--- src/rtl/gcm_lane_scheduler.sv ---
// Round-robin dispatcher of GCM jobs onto parallel AES-GCM lanes.
// Tracks per-lane busy state and quarantines lanes whose cores stay blocked.
module gcm_lane_scheduler #(
    parameter int N_REQ   = 2,
    parameter int N_LANE  = 4,
    parameter int SRC_W   = 3,
    parameter int TIMEOUT = 1024,
    parameter int CNT_W   = 11
) (
    input  logic                    clock,
    input  logic                    reset,
    input  logic [N_REQ-1:0]        req_valid,
    output logic [N_REQ-1:0]        req_ready,
    output logic [N_LANE-1:0]       lane_start,
    output logic [N_LANE*SRC_W-1:0] lane_src,
    input  logic [N_LANE-1:0]       lane_done,
    input  logic [N_LANE-1:0]       lane_block,
    output logic [N_LANE-1:0]       lane_busy,
    output logic [N_LANE-1:0]       done_valid,
    output logic [N_LANE-1:0]       deadlock_lane,
    output logic                    deadlock
);

    localparam logic [CNT_W-1:0] TO = CNT_W'(TIMEOUT);

    logic [N_LANE-1:0]       busy_q, busy_d;
    logic [N_LANE-1:0]       dead_q, dead_d;
    logic [N_LANE-1:0]       start_q, start_d;
    logic [N_LANE-1:0]       done_q, done_d;
    logic [N_LANE*SRC_W-1:0] src_q, src_d;
    logic [SRC_W-1:0]        rr_q, rr_d;
    logic [CNT_W-1:0]        cnt_q [N_LANE];
    logic [CNT_W-1:0]        cnt_d [N_LANE];

    logic [N_LANE-1:0] free;
    logic [N_LANE-1:0] lane_oh;
    logic [N_REQ-1:0]  gnt_oh;
    logic [SRC_W-1:0]  gnt_idx;
    logic              found;
    logic              fire;

    // Two passes give the first valid requester at or after rr, wrapping.
    always_comb begin
        gnt_oh  = '0;
        gnt_idx = '0;
        found   = 1'b0;
        for (int r = 0; r < N_REQ; r++) begin
            if (!found && req_valid[r] && (r >= int'(rr_q))) begin
                found     = 1'b1;
                gnt_idx   = SRC_W'(r);
                gnt_oh[r] = 1'b1;
            end
        end
        for (int r = 0; r < N_REQ; r++) begin
            if (!found && req_valid[r]) begin
                found     = 1'b1;
                gnt_idx   = SRC_W'(r);
                gnt_oh[r] = 1'b1;
            end
        end
    end

    always_comb begin
        free    = ~busy_q & ~dead_q;
        lane_oh = '0;
        for (int l = N_LANE - 1; l >= 0; l--) begin
            if (free[l]) begin
                lane_oh    = '0;
                lane_oh[l] = 1'b1;
            end
        end
    end

    assign fire      = found & (|free);
    assign req_ready = fire ? gnt_oh : '0;

    always_comb begin
        start_d = fire ? lane_oh : '0;
        done_d  = lane_done & busy_q;
        busy_d  = (busy_q & ~done_d) | start_d;
        src_d   = src_q;
        rr_d    = rr_q;
        dead_d  = dead_q;
        if (fire) begin
            rr_d = (gnt_idx == SRC_W'(N_REQ - 1)) ? '0 : gnt_idx + 1'b1;
        end
        for (int l = 0; l < N_LANE; l++) begin
            if (start_d[l]) begin
                src_d[l*SRC_W +: SRC_W] = gnt_idx;
            end
            if (busy_q[l] && lane_block[l]) begin
                cnt_d[l] = (cnt_q[l] == TO) ? TO : cnt_q[l] + 1'b1;
            end else begin
                cnt_d[l] = '0;
            end
            if (cnt_q[l] == TO) begin
                dead_d[l] = 1'b1;
            end
        end
    end

    always_ff @(posedge clock) begin
        if (reset) begin
            busy_q  <= '0;
            dead_q  <= '0;
            start_q <= '0;
            done_q  <= '0;
            src_q   <= '0;
            rr_q    <= '0;
            for (int l = 0; l < N_LANE; l++) begin
                cnt_q[l] <= '0;
            end
        end else begin
            busy_q  <= busy_d;
            dead_q  <= dead_d;
            start_q <= start_d;
            done_q  <= done_d;
            src_q   <= src_d;
            rr_q    <= rr_d;
            for (int l = 0; l < N_LANE; l++) begin
                cnt_q[l] <= cnt_d[l];
            end
        end
    end

    assign lane_start    = start_q;
    assign lane_src      = src_q;
    assign lane_busy     = busy_q;
    assign done_valid    = done_q;
    assign deadlock_lane = dead_q;
    assign deadlock      = |dead_q;

endmodule
--- config.mk ---
export PLATFORM = sky130hd
export DESIGN_NAME = gcm_lane_scheduler
export DESIGN_NICKNAME = d
export VERILOG_FILES = /design/src/rtl/gcm_lane_scheduler.sv
export SDC_FILE = /design/constraint.sdc
export NUM_CORES = 1
export LEC_CHECK = 0
export BUFFER_PORTS_ARGS = -buffer_cell sky130_fd_sc_hd__buf_2
export CAP_MARGIN = 20
export CORE_AREA = 3 3 118 92
export DETAILED_ROUTE_END_ITERATION = 8
export DIE_AREA = 0 0 121 95
export HOLD_SLACK_MARGIN = 0.03
export PLACE_DENSITY_LB_ADDON = 0.05
export SKIP_LAST_GASP = 1
export SYNTH_ARGS = -nofsm -noshare
export SYNTH_HDL_FRONTEND = slang
export SYNTH_SLANG_ARGS = --single-unit
--- constraint.sdc ---
create_clock -name clock -period 1.9 [get_ports clock]
set_clock_uncertainty 0.1 [all_clocks]
set_input_delay 0.19 -clock clock [delete_from_list [all_inputs] [get_ports clock]]
set_output_delay 0.19 -clock clock [all_outputs]
set_load 0.02 [all_outputs]
After elaboration in Yosys (flattened, before gate mapping)
Memories as Yosys holds them, arrays and structs flattened. Index checks and enable logic that the tools add are counted.

Bits in registers: 31. Memories kept: 1. Output and inout bits: 31. Input port bits: 12. Word-level logic and storage cells: 83. Bits in writable memories: 44.

Memories: cnt_q (depth 4, bits a word 11, read ports 4, clocked after memory_dff 0, wr ports 4, line 32) `logic [CNT_W-1:0] cnt_q [N_LANE];`.

Add/sub/neg operators: 5. Order comparisons: 2. Bitwise operators: 12. Reductions and logical operators: 14. Muxes and demuxes: 32. Eq/ne operators: 5.

Operators with widths (count): $mux 11 (12); $add 11x1->11 const B (4); $eq 11x11->1 const B (4); $mux 4 (5); $and 4x4->4 (3); $not 4->4 (3); $mux 1 (11); $logic_and 1x1->1 (9); $mux 3 (3); $reduce_or 4->1 (2); $ge 1x3->1 const A (2); $or 1x1->1 (4); $or 4x4->4 (1); $add 3x1->3 const B (1); $eq 3x1->1 const B (1); $logic_not 1->1 (3); $mux 2 (1); $and 1x1->1 (1).

Depth between registers and ports, before layout
Depth after elaboration: 16. Gate-level depth with buffers: 6. Depth with buffers taken out: 5.

Worst setup path after synthesis
Ideal clock, no wire load.

Path kind: reg-to-reg. Start point: memory cnt_q[3][0]. End point: memory cnt_q[3][6]. Data required time: 1.685 ns. Setup time: 0.115 ns. Path slack: 0.214 ns. Period minus slack after synthesis: 1.686 ns. Stages on the path, launching flop included: 6. Data arrival time: 1.471 ns. Path buffers: 0. Path through: dfxtp_1 > inv_1 > ha_1 > or4b_1 > o31ai_4 > o21ba_1.

RTL lines (line): from (decl) (32).

==> flow_metrics.py <==
metrics = {
    "timing": {
        "max_freq_ghz": 0.5649,
        "rsz0062_at_grt": "false",
        "hold_violations": 0,
        "finalSetupTns_ns": 0,
        "finalWorstSetupSlack_ns": 0.1296,
        "period_share": 0.9318,
        "final_max_slew_viol_count": 0,
        "setup_viol": 0,
        "whs_ns": 0.08302,
        "period_minus_slack_ns": 1.770,
    },
    "die": {
        "die_w_um": 121,
        "die_area_sq_mm": 0.01150,
        "num_rows": 31,
        "die_h_um": 95,
        "core_area_sq_mm": 0.009658,
        "pin_count": 43,
        "initial_utilization": 0.2997,
    },
    "yosys": {
        "ys.flop_type": "dfxtp_1",
        "synthTopCellsByArea": "dfxtp_1, a21oi_1, nor2_1, ha_1, nand3_1",
        "synth_top_area_share": 0.4496,
        "synth-async-reset-ratio": 0,
        "ys.warnings.count": 0,
        "synthCells": 320,
        "synthDistinctLibCells": 48,
        "ys_ff_latch": 65,
        "synth_largest_area_cell": "dfxtp_1",
        "synth_edf_count": 0,
        "syn_area_per_cell_sq_um": 9.044,
        "ys_seq_area_frac": 0.4496,
        "syn_area_sq_mm": 0.002894,
    },
    "pwr": {
        "leakage_nw": 1.323,
        "ir_worst_vdd_mv": 0.3854,
        "p_per_area_mw_per_mm2": 871.2,
        "power_mw": 3.140,
    },
    "global_route": {
        "antenna_found_initial": 0,
        "grt_pass1_vias": 2307,
        "grt_pass1_wl_um": 11240,
        "grt_start_max_net_pins": 17,
        "globalRouteOverflowTotal": 0,
        "grt_util_all_layers": 0.1256,
    },
    "placed_design": {
        "hpwlAfterDp_um": 4833,
        "io_buffers": 34,
        "dp_slack_ns": 0.1249,
        "placed_cell_area_sq_mm": 0.003263,
        "place_inst": 492,
        "gp_congestion": 0.7196,
    },
    "min_path": {
        "holdCritStartpoint": "lane_block[0]",
        "whs_path_depth": 3,
        "hold_class": "in2reg",
        "hold_end": "cnt_q[0][10]",
    },
    "cells_and_area": {
        "drive_gt1_frac": 0.1816,
        "final_area_sq_mm": 0.003605,
        "syn2layout_area_growth_pct": 24.56,
        "fin_util": 0.3732,
        "final_cells": 512,
        "nets": 395,
        "num_antenna_cells": 0,
        "fill_cells": 1006,
    },
    "clocking": {
        "clockBufferDepth": 2,
        "cts_tree": "done",
        "cts_buffers": 9,
        "cts.sinks": 65,
        "cts_root_buffer": "clkbuf_16",
        "cts.clk_slew.worst_paths_ns": 0.05,
        "h-tree-depth": 3,
        "clock_latency_ns": 0.32,
        "cts_setup_buffers": 0,
    },
    "routing": {
        "viasPerCell": 4.775,
        "wl_per_cell_um": 12.95,
        "drtIter0Drc": 98,
        "ant_nets": 0,
        "wl_um": 6630,
        "vias": 2445,
        "drtPass1Iterations": 4,
        "drc": 0,
    },
    "run": {
        "drv_cap": 0,
    },
    "worst_setup_path": {
        "crit_type": "reg2reg",
        "rrSetupSlack_ns": 0.13,
        "cp_max_fo": 10,
        "cp.required_ns": 1.99,
        "reg2reg_depth": 3,
        "rr_endpoint": "cnt_q[2][2]",
        "arrival_ns": 1.86,
        "r2r-start": "cnt_q[2][6]",
        "critPathCaptureType": "flip-flop",
        "start_kind": "flip-flop",
    },
    "outcome": {
        "outcome": "complete, no violations",
    },
}
## layout make-up
cell class,instances,area [sq um],share of cell area
clock buffer,13,250.2,0.06942
clock inverter,3,40.04,0.01111
inverter,19,71.32,0.01978
multi-input combinational,231,1483,0.4113
sequential,65,1303,0.3613
tap,132,165.2,0.04582
timing repair buffer,49,292.8,0.08122
## worst max path at each step
stage | from | end
5_1_grt | deadlock_lane[2] | req_ready[0]
6_report | cnt_q[2][6] | cnt_q[2][2]
4_1_cts | deadlock_lane[0] | req_ready[0]
3_3_place_gp | cnt_q[2][6] | cnt_q[2][2]
3_5_place_dp | cnt_q[2][6] | cnt_q[2][2]
2_1_floorplan | cnt_q[3][0] | cnt_q[3][6]
## metal layers
layer	global-route usage	up-vias	wire length, um
met2	0.1771	44	2582
met5	0	-	0
met4	0.04811	0	109
met1	0.1727	1121	3558
li1	-	1272	-
met3	0.04731	8	379
## report_power, final
group	internal (mW)	total (mW)	switching [mW]
Combinational	0.0539	0.150	0.0957
Clock	1.05	1.60	0.555
Sequential	1.38	1.39	0.00893
Total	2.48	3.14	0.659
## logic make-up (layout without fill, tap and decap cells)
family / after synthesis / count (layout) / share of synthesized area
buffers and inverters: 31 / 84 / 0.05058
xor gates and xnor gates: 12 / 12 / 0.03632
AOI/OAI and AO/OA: 71 / 71 / 0.1626
DFF: 65 / 65 / 0.4496
muxes: 1 / 1 / 0.003459
and+or+nand+nor: 131 / 131 / 0.2616
other: 1 / 8 / 0.001296
adders and majority gates: 8 / 8 / 0.03459
## sequential cells by signal (all words and copies together), names as in the netlist
signal and cells:
lane_start 4, lane_busy 4, done_valid 4, rr_q 1, deadlock_lane 4, cnt_q 44, lane_src 4
## layout by cell type (no fill, tap or decap), types with 2 or more instances in the layout
cell type	Yosys	final
buf_2	0	34
buf_4	8	11
nor2_2	0	2
nand2_1	11	11
and3b_1	6	6
clkbuf_16	0	9
o32ai_1	2	2
nand3_1	18	18
ha_1	8	8
xnor2_1	6	6
dlygate4sd3_1	0	4
clkinv_2	0	2
o21ai_0	14	14
o31ai_4	2	2
dfxtp_1	65	64
nand3b_1	4	4
nand4_1	8	8
inv_1	19	19
xor2_1	6	6
o31ai_1	12	11
or4_1	12	12
conb_1	1	8
nor2_1	28	26
clkbuf_1	4	3
or4b_1	2	2
or3_1	13	13
a21oi_1	28	28
nor4_1	5	5
nor3_1	4	4
nor2b_1	3	3
nand2b_1	9	9
## synthesized netlist by cell type, drive strengths merged (8+ instances only)
master   n
a21oi   28
buf      8
dfxtp   65
ha       8
inv     19
nand2   11
nand2b   9
nand3   18
nand4    8
nor2    28
o21ai   14
o31ai   14
or3     13
or4     12
## worst max-delay path, stage by stage, from the launching register on
cell	delay, ns
dfxtp_1	0.33
or4b_1	0.60
o31ai_4	0.50
nor2_1	0.10
## what timing repair did
item | in CTS | in global routing
setup endpoints to repair | 2 | 2
hold buffers | 4 | 0
hold endpoints to repair | 4 | 0
gates resized for setup | 2 | 2
No activity file was read; power rests on OpenSTA's default activity.
